**src/rtl/cnn_maxpool_rx.sv**
```systemverilog
// rtl/cnn_maxpool_rx.sv - 2x2 stride-2 max pooling receiver for the conv core output stream
module cnn_maxpool_rx #(
    parameter int CO   = 3,
    parameter int I_BW = 19,
    parameter int OX   = 24,
    parameter int OY   = 24
) (
    input  logic                 clk,
    input  logic                 reset,
    input  logic                 i_in_valid,
    input  logic [CO*I_BW-1:0]   i_in_fmap,
    output logic                 o_ot_valid,
    output logic [CO*I_BW-1:0]   o_ot_fmap,
    output logic                 o_ot_last
);

    localparam int DW = CO * I_BW;
    localparam int CW = (OX > 1) ? $clog2(OX) : 1;
    localparam int RW = (OY > 1) ? $clog2(OY) : 1;
    localparam int PW = (OX > 2) ? $clog2(OX / 2) : 1;
    localparam logic [CW-1:0] COL_LAST = CW'(OX - 1);
    localparam logic [RW-1:0] ROW_LAST = RW'(OY - 1);

    // position inside the incoming frame
    logic [CW-1:0] r_col;
    logic [RW-1:0] r_row;

    // left pixel of the current horizontal pair
    logic [DW-1:0] r_hold;

    // pair maxima of the last even row, one entry per pooled column
    logic [DW-1:0] r_rowbuf [0:OX/2-1];

    logic          r_ot_valid;
    logic          r_ot_last;
    logic [DW-1:0] r_ot_fmap;

    logic [PW-1:0] w_pidx;
    logic [DW-1:0] w_rd;
    logic [DW-1:0] w_pair_max;
    logic [DW-1:0] w_win_max;
    logic          w_col_last;
    logic          w_row_last;

    assign w_pidx     = PW'(r_col >> 1);
    assign w_rd       = r_rowbuf[w_pidx];
    assign w_col_last = (r_col == COL_LAST);
    assign w_row_last = (r_row == ROW_LAST);

    // per-channel unsigned maxima; channels never interact
    for (genvar k = 0; k < CO; k++) begin : g_ch
        logic [I_BW-1:0] w_h;
        logic [I_BW-1:0] w_i;
        logic [I_BW-1:0] w_b;
        logic [I_BW-1:0] w_p;
        assign w_h = r_hold[k*I_BW +: I_BW];
        assign w_i = i_in_fmap[k*I_BW +: I_BW];
        assign w_b = w_rd[k*I_BW +: I_BW];
        assign w_p = (w_i > w_h) ? w_i : w_h;
        assign w_pair_max[k*I_BW +: I_BW] = w_p;
        assign w_win_max[k*I_BW +: I_BW]  = (w_b > w_p) ? w_b : w_p;
    end

    // counters, pair hold and pooled output register
    always_ff @(posedge clk) begin
        if (reset) begin
            r_col      <= '0;
            r_row      <= '0;
            r_hold     <= '0;
            r_ot_valid <= 1'b0;
            r_ot_last  <= 1'b0;
            r_ot_fmap  <= '0;
        end else begin
            r_ot_valid <= 1'b0;
            r_ot_last  <= 1'b0;
            if (i_in_valid) begin
                if (!r_col[0]) begin
                    r_hold <= i_in_fmap;
                end else if (r_row[0]) begin
                    r_ot_fmap  <= w_win_max;
                    r_ot_valid <= 1'b1;
                    r_ot_last  <= w_col_last && w_row_last;
                end
                if (w_col_last) begin
                    r_col <= '0;
                    r_row <= w_row_last ? '0 : r_row + RW'(1);
                end else begin
                    r_col <= r_col + CW'(1);
                end
            end
        end
    end

    // row buffer is always written on an even row before the odd row reads it
    always_ff @(posedge clk) begin
        if (!reset && i_in_valid && r_col[0] && !r_row[0]) begin
            r_rowbuf[w_pidx] <= w_pair_max;
        end
    end

    assign o_ot_valid = r_ot_valid;
    assign o_ot_last  = r_ot_last;
    assign o_ot_fmap  = r_ot_fmap;

endmodule

```
**config.mk**
```make
export PLATFORM = sky130hd
export DESIGN_NAME = cnn_maxpool_rx
export DESIGN_NICKNAME = d
export VERILOG_FILES = /design/src/rtl/cnn_maxpool_rx.sv
export SDC_FILE = /design/constraint.sdc
export NUM_CORES = 1
export LEC_CHECK = 0
export ABC_AREA = 1
export CAP_MARGIN = 20
export CORE_MARGIN = 2
export CORE_UTILIZATION = 60
export DETAILED_ROUTE_END_ITERATION = 10
export PLACE_DENSITY = 0.78
export SLEW_MARGIN = 20
export SYNTH_ARGS = -nofsm -noshare
export SYNTH_HDL_FRONTEND = slang
export SYNTH_SLANG_ARGS = --single-unit
```
**constraint.sdc**
```tcl
create_clock -name clk -period 8.2 [get_ports clk]
set_clock_uncertainty 0.05 [all_clocks]
set_input_delay 1.23 -clock clk [delete_from_list [all_inputs] [get_ports clk]]
set_output_delay 1.23 -clock clk [all_outputs]
set_load 0.05 [all_outputs]
```
# Word level (Yosys, flattened, before mapping)
# Memory sizes are Yosys's and may differ from the RTL's. A register that Yosys moved wholly into a read port is not among the register bits.
# Cells that the tools add are included.
[totals]
ram_bits = 684
mem_count = 1
word_cells = 44
inputBits = 60
output_inout_bits = 59
ff_bits = 126
[memory_table]
columns = ["name", "words", "word_bits", "read_ports", "rd_ports_with_merged_regs", "write_ports", "line_no", "rtl"]
rows = [
  ["r_rowbuf", 12, 57, 1, 1, 1, "32", "logic [DW-1:0] r_rowbuf [0:OX/2-1];"],
]
[classes]
n_eq_ne = 2
reduce_logical = 11
n_addsub = 2
n_lt_le_gt_ge = 6
n_bitwise = 3
muxes = 13
[op_table]
columns = ["op", "count"]
rows = [
  ["19-bit > comparator", 6],
  ["19-bit two-way mux", 6],
  ["5-bit by 1-bit adder with 5-bit output (second input constant)", 2],
  ["5-bit equality test (second input constant)", 2],
  ["5-bit two-way mux", 2],
  ["4-bit two-way mux", 2],
  ["1-bit logical AND", 4],
  ["2-bit AND reduction", 2],
  ["4-bit OR reduction", 1],
  ["1-bit two-way mux", 3],
  ["1-bit NOT", 3],
  ["3-bit AND reduction", 1],
  ["3-bit OR reduction", 1],
  ["1-bit zero test", 2],
]

# Logic depth before layout (Yosys ltp)
# Gate-level depths: netlist of run 1.
[depth]
depth_word = 6
ltp_mapped = 29
ltp_nobuf = 28

# Least setup slack after synthesis of run 1
# OpenSTA, ideal clock, no wires.
[synth_path]
path_type = "input to register"
from = "input port reset"
to = "memory r_rowbuf[0][0] (netlist name), enable pin"
arrival_time_ns = 4.261
t_required_ns = 7.678
path_buffers = 1
setup_ns = 0.472
path_stages = 4
path_slack_ns = 3.417
path_cell_list = "clkbuf_1 > nor3_1 > nand3_1 > nor2_1"
[synth_between]
elab_chain_len = 6
[synth_lines]
columns = ["item", "line_no", "rtl"]
rows = [
  ["start: declaration", "9", "input logic reset,"],
  ["1-bit zero test", "96", "if (!reset && i_in_valid && r_col[0] && !r_row[0]) begin"],
  ["1-bit logical AND (3 in a row)", "96", ""],
  ["1-bit two-way mux", "96", ""],
  ["1-bit two-way mux (implied by the code)", "97", "r_rowbuf[w_pidx] <= w_pair_max;"],
  ["end: declaration", "32", ""],
]
# No other way between the ends.

# Final worst setup path of run 1
[layout_path]
from = "input port i_in_fmap[37]"
to = "register r_ot_fmap[27] (netlist: o_ot_fmap[27])"
[layout_between]
elab_chain_len = 4
[layout_lines]
columns = ["item", "line_no", "rtl"]
rows = [
  ["start: declaration", "11", "input logic [CO*I_BW-1:0] i_in_fmap,"],
  ["19-bit > comparator", "59", "assign w_p = (w_i > w_h) ? w_i : w_h;"],
  ["19-bit two-way mux", "59", ""],
  ["net g_ch[1].w_p[4]", "55", "logic [I_BW-1:0] w_p;"],
  ["19-bit > comparator", "61", "assign w_win_max[k*I_BW +: I_BW] = (w_b > w_p) ? w_b : w_p;"],
  ["19-bit two-way mux", "61", ""],
  ["end signal: assignment", "80", "r_ot_fmap <= w_win_max;"],
  ["end: declaration", "36", "logic [DW-1:0] r_ot_fmap;"],
]
# The timed path passes the listed nets, and every way through them passes these cells.
# A chain may end at the register's enable or synchronous reset.

==> results.sh, run 1 <==
export IMPL_grt_pass1_vias=27300
export IMPL_fmax_mhz=173
export IMPL_vias=28300
export IMPL_synth_edff_count=684
export IMPL_grt_usage_pct=29.2
export IMPL_place_gp_congestion=0.827
export IMPL_rows=92
export IMPL_avgSynthCellArea_um2=9.40
export IMPL_worstSkewPairLatency_ps=640
export IMPL_ant_nets=0
export IMPL_dp_cells=4850
export IMPL_fin_cells=5002
export IMPL_synthArstFlopShare_pct=0
export IMPL_rsz0062_at_grt="no"
export IMPL_grt_pass1_wl_um=149000
export IMPL_synth_area_top_cells="edfxtp_1, nand2_1, dfxtp_1"
export IMPL_hold_buffers=0
export IMPL_cp_arrival_ps=6200
export IMPL_syn_area_um2=38000
export IMPL_p_leak_nw=18.0
export IMPL_port_buffers=118
export IMPL_cap_violations=0
export IMPL_power_density_nw_per_um2=225
export IMPL_core_um2=62900
export IMPL_final_setup_viol_count=0
export IMPL_die_x_um=256
export IMPL_antenna_found_initial=1
export IMPL_ys_seq_area_share_pct=60.9
export IMPL_vias_per_cell=5.65
export IMPL_initialDrtViolationCount=3031
export IMPL_htreeDepth=3
export IMPL_nets=4265
export IMPL_clk_pin_slew_ps=60
export IMPL_synth_ff_type="edfxtp_1"
export IMPL_ys_seq_elements=814
export IMPL_fp_dieArea_um2=65400
export IMPL_startpoint_type="input port"
export IMPL_synth_top_area_share_pct=54.0
export IMPL_cts_buffers=81
export IMPL_cts_resized=0
export IMPL_slew_headroom_pct=22.9
export IMPL_drc_errors=0
export IMPL_fin_util_pct=67.5
export IMPL_postSynthCellCount=4044
export IMPL_layout_common_cells="nand2_1, edfxtp_1, inv_1, nand3_1, nor2_1"
export IMPL_avgRoutedWirePerCell_um=19.3
export IMPL_drt_pass1_iter_count=5
export IMPL_post_route_min_period_ps=5790
export IMPL_area_delta_synth_final_pct=11.6
export IMPL_start_util_pct=60.5
export IMPL_synth_distinct_cells=37
export IMPL_finalCritPeriodShare_pct=70.6
export IMPL_critical_path_max_fanout=20
export IMPL_ios=119
export IMPL_drive_above_1_share_pct=5.03
export IMPL_final_common_cell="nand2_1"
export IMPL_clock_sinks=814
export IMPL_ir_drop_mv=0.161
export IMPL_synth_warning_count=0
export IMPL_cp_required_ps=8610
export IMPL_slew_viol_final=0
export IMPL_die_h_um=256
export IMPL_worstSetupPathType="input port to flip-flop"
export IMPL_cts_tree="built"
export IMPL_holdCritPathClass="flip-flop to flip-flop"
export IMPL_cts_setup_buffers=0
export IMPL_synth_top_area_cell="edfxtp_1"
export IMPL_max_slew_worst_pin_slew_ps=1160
export IMPL_synth_fp_nets=4220
export IMPL_routed_wl_um=96300
export IMPL_root_buffer="clkbuf_16"
export IMPL_fin_tns_setup_ps=0
export IMPL_status="completed"
export IMPL_finalHoldViolations=0
export IMPL_dp_hpwl_um=53200
export IMPL_overflow=0
export IMPL_grt_max_degree=188
export IMPL_cp_end_kind="flip-flop"
export IMPL_cts_buffer_depth=3
==> metrics by stage <==
stage | setup slack, ps | total power [mW] | area, um^2 | hold slack (ps)
3_5_place_dp | 1910 | 5.80 | 39700 | 407
3_3_place_gp | 1970 | 5.77 | 39600 | 406
6_report | 2410 | 9.53 | 42400 | 414
2_1_floorplan | 3420 | 5.50 | 38000 | 390
5_1_grt | 2090 | 9.85 | 42400 | 436
4_1_cts | 2510 | 9.53 | 42400 | 418
==> cell usage after synthesis, types with 2 or more instances <==
master / n
a21o_1: 4
a21oi_1: 161
and2_1: 2
buf_1: 8
buf_2: 92
buf_4: 18
buf_6: 13
clkbuf_1: 65
dfxtp_1: 130
edfxtp_1: 684
ha_1: 116
inv_1: 602
inv_2: 5
nand2_1: 1140
nand2_2: 8
nand3_1: 452
nand3_2: 3
nand3b_1: 4
nand3b_2: 2
nand4_1: 11
nor2_1: 245
nor2_2: 2
nor3_1: 8
nor3_2: 2
nor4_1: 2
o211ai_1: 56
o21ai_0: 181
o21ai_1: 15
o221ai_1: 3
xor2_1: 3
==> critical path, cell delays in order <==
cell and delay [ps]:
clkdlybuf4s50_1 510, ha_1 350, nand2_1 90, inv_1 60
nand2_1 60, nand2_1 40, a21oi_1 190, nand3_2 450
nand2_2 530, nand2_1 130, nand2_1 330, inv_1 90
ha_1 310, nand2_1 50, nor2_1 180, nand4_1 130
nor2_1 150, nand3b_2 450, nand2_2 550, nand3_1 150
nand2_1 80, a21oi_1 60
==> metal layers <==
layer  global-route usage, %  wire, um
met4                    10.8      2640
met1                    39.1     38600
met3                    4.76      9250
met5                       0         0
met2                    48.4     45800
==> cells by family (layout without fill, tap and decap cells) <==
group | Yosys count | in the layout | synth area share [%]
AND/OR/NAND/NOR | 1885 | 1885 | 20.5
buffers and inverters | 804 | 915 | 8.69
other | 0 | 1 | 0
adder cells (fa/ha/maj) | 116 | 116 | 3.82
AO/OA/AOI/OAI | 422 | 422 | 5.99
XOR/XNOR | 3 | 3 | 0.0691
flip-flops | 814 | 814 | 60.9
==> registers in the layout, indices dropped and copies added, names as in the netlist, named ones only <==
| signal | flops |
|---|---|
| r_row | 5 |
| r_hold | 57 |
| o_ot_valid | 1 |
| o_ot_fmap | 57 |
| r_rowbuf | 684 |
| r_col | 5 |
| o_ot_last | 1 |
==> layout make-up <==
cell class,count,area (um^2)
diodes,1,2.50
flip-flops and latches,814,23200
well taps,846,1060
clock buffers,107,2250
repair buffers,158,1550
inverters,608,2300
multi-input cells,2426,11700
clock inverters,42,449
fillers,4677,20400
==> path summary, 6_finish.rpt <==
path | slack [ps] | endpoint | startpoint | depth (start not counted)
setup / recovery | 2410 | o_ot_fmap[27]$_SDFFE_PP0P_ | i_in_fmap[37] | 22
hold / removal | 410 | o_ot_fmap[49]$_SDFFE_PP0P_ | o_ot_fmap[49]$_SDFFE_PP0P_ | 2
setup reg to reg | 3140 | o_ot_fmap[27]$_SDFFE_PP0P_ | flip-flop | 17
hold reg to reg | 410 | o_ot_fmap[49]$_SDFFE_PP0P_ | o_ot_fmap[49]$_SDFFE_PP0P_ | 2
==> power breakdown <==
part           internal [mW]  switching, mW  total, mW
logic                  0.310          0.777       1.09
registers               4.63         0.0240       4.65
clock network           2.22           1.57       3.79
Power figures use the tool's default switching activity.
==> run 2, diff against run 1 <==
--- a/config.mk
+++ b/config.mk
@@ -8,9 +8,9 @@
 export ABC_AREA = 1
 export CAP_MARGIN = 20
 export CORE_MARGIN = 2
-export CORE_UTILIZATION = 60
+export CORE_UTILIZATION = 56
 export DETAILED_ROUTE_END_ITERATION = 10
-export PLACE_DENSITY = 0.78
+export PLACE_DENSITY = 0.77
 export SLEW_MARGIN = 20
 export SYNTH_ARGS = -nofsm -noshare
 export SYNTH_HDL_FRONTEND = slang
==> constraint.sdc (replaced) <==
create_clock -name clk -period 5.3 [get_ports clk]
set_clock_uncertainty 0.05 [all_clocks]
set_input_delay 0.795 -clock clk [delete_from_list [all_inputs] [get_ports clk]]
set_output_delay 0.795 -clock clk [all_outputs]
set_load 0.05 [all_outputs]
==> run 2 against run 1 <==
Clock-buffer cell count decreased by 10. Global-route usage is 2.3 points lower. Clock power grew 58%. Largest power group unchanged.
==> results.sh, run 2 (synthesis results as in run 1) <==
export IMPL_worstPathCellList="clkdlybuf4s50_1 > ha_1 > nand2_1 > inv_1 > nand2_1 > nand2_1 > a21oi_1 > nand3_2 > nand2_2 > nand2_1 > nand2_1 > inv_1 > ha_1 > nand2_1 > nor2_1 > nand3_1 > nand3_1 > nand2_2 > nand3_1 > nand2_1 > a21oi_1"
export IMPL_cts_buffers=84
export IMPL_rows=95
export IMPL_final_setup_viol_count=0
export IMPL_cp_arrival_ps=4960
export IMPL_start_util_pct=56.6
export IMPL_hold_buffers=0
export IMPL_use_met1_pct=35.1
export IMPL_dp_cells=4937
export IMPL_ir_drop_mv=0.260
export IMPL_slew_viol_final=0
export IMPL_grt_usage_pct=27.0
export IMPL_max_slew_worst_pin_slew_ps=1070
export IMPL_use_met3_pct=3.90
export IMPL_die_x_um=265
export IMPL_rsz0062_at_grt="no"
export IMPL_avgRoutedWirePerCell_um=18.7
export IMPL_ios=119
export IMPL_post_route_min_period_ps=4470
export IMPL_port_buffers=118
export IMPL_clk_pin_slew_ps=60
export IMPL_holdCritPathClass="flip-flop to flip-flop"
export IMPL_htreeDepth=3
export IMPL_hp_start="o_ot_fmap[41]$_SDFFE_PP0P_"
export IMPL_vias=28400
export IMPL_slowest_stage="clkdlybuf4s50_1"
export IMPL_drt_pass1_iter_count=6
export IMPL_ant_nets=0
export IMPL_worstSetupPathType="input port to flip-flop"
export IMPL_critical_path_max_fanout=18
export IMPL_grt_pass1_wl_um=148000
export IMPL_largest_reg_flops=684
export IMPL_grt_met2_usage_pct=46.4
export IMPL_root_buffer="clkbuf_16"
export IMPL_layout_common_cells="nand2_1, edfxtp_1, inv_1, nand3_1, nor2_1"
export IMPL_power_density_nw_per_um2=347
export IMPL_grt_max_degree=147
export IMPL_die_h_um=265
export IMPL_regMostFlops="r_rowbuf"
export IMPL_slew_headroom_pct=28.6
export IMPL_cts_buffer_depth=3
export IMPL_place_gp_congestion=0.841
export IMPL_initialDrtViolationCount=2897
export IMPL_worstSkewPairLatency_ps=630
export IMPL_fin_util_pct=64.2
export IMPL_crit_start="i_in_fmap[18]"
export IMPL_area_delta_synth_final_pct=13.4
export IMPL_crit_top_cell="nand2_1"
export IMPL_routed_wl_um=95000
export IMPL_cts_tree="built"
export IMPL_nets=4327
export IMPL_fin_cells=5090
export IMPL_grt_pass1_vias=28000
export IMPL_startpoint_type="input port"
export IMPL_clock_sinks=814
export IMPL_final_common_cell="nand2_1"
export IMPL_nFillCells=5013
export IMPL_antenna_found_initial=1
export IMPL_grt_busiest_layer="met2"
export IMPL_drive_above_1_share_pct=6.40
export IMPL_core_um2=67200
export IMPL_antenna_diode_count=0
export IMPL_p_leak_nw=18.3
export IMPL_cpPeakStageDelay_ps=470
export IMPL_cap_violations=0
export IMPL_overflow=0
export IMPL_fin_tns_setup_ps=0
export IMPL_cp_required_ps=5800
export IMPL_fmax_mhz=224
export IMPL_finalCritPeriodShare_pct=84.3
export IMPL_cts_resized=0
export IMPL_vias_per_cell=5.58
export IMPL_finalHoldViolations=0
export IMPL_cp_end_kind="flip-flop"
export IMPL_status="completed"
export IMPL_dp_hpwl_um=54700
export IMPL_drc_errors=0
export IMPL_fp_dieArea_um2=70000
export IMPL_cts_setup_buffers=0
## run 2: through the flow
stage,worst slack (ps),area [um^2],total power [mW],hold slack [ps]
final,833,43100,15.0,413
after global routing,476,43100,15.4,434
after CTS,890,43100,15.0,417
after detailed placement,256,40300,9.06,408
after global placement,295,40300,9.01,406
after floorplan,952,38000,8.51,390
## run 2: worst max-delay path, delay by kind of cell
| family | cells | cell delay (ps) |
|---|---|---|
| simple gates | 14 | 2560 |
| fa+ha+maj | 2 | 630 |
| buf+inv | 3 | 620 |
| compound gates | 2 | 330 |
## run 2: cell type report
| cell class | count | area, um^2 | area share [%] |
|---|---|---|---|
| tap | 873 | 1090 | 2.53 |
| inverter | 608 | 2300 | 5.33 |
| clock buffer | 97 | 2150 | 4.99 |
| sequential | 814 | 23200 | 53.7 |
| multi-input combinational | 2426 | 11700 | 27.1 |
| timing repair buffer | 217 | 2120 | 4.92 |
| clock inverter | 55 | 632 | 1.47 |
## run 2: metal layers
metal,part of all wire (%),vias up
met2,49,1221
met5,0,-
met3,8.1,178
met4,2.6,0
met1,40,13500
li1,-,13500
## run 2: final timing paths
path | endpoint | slack [ps] | depth (start not counted)
worst min-delay path | o_ot_fmap[41]$_SDFFE_PP0P_ | 410 | 2
worst max-delay path | o_ot_fmap[6]$_SDFFE_PP0P_ | 830 | 21
worst min register to register | o_ot_fmap[41]$_SDFFE_PP0P_ | 410 | 2
worst max register to register | o_ot_fmap[22]$_SDFFE_PP0P_ | 1080 | 19
## run 2: where the power goes
part           switching [mW]  internal, mW  total, mW
Clock                    2.44          3.55       5.99
Combinational            1.22         0.554       1.78
Sequential             0.0309          7.16       7.19
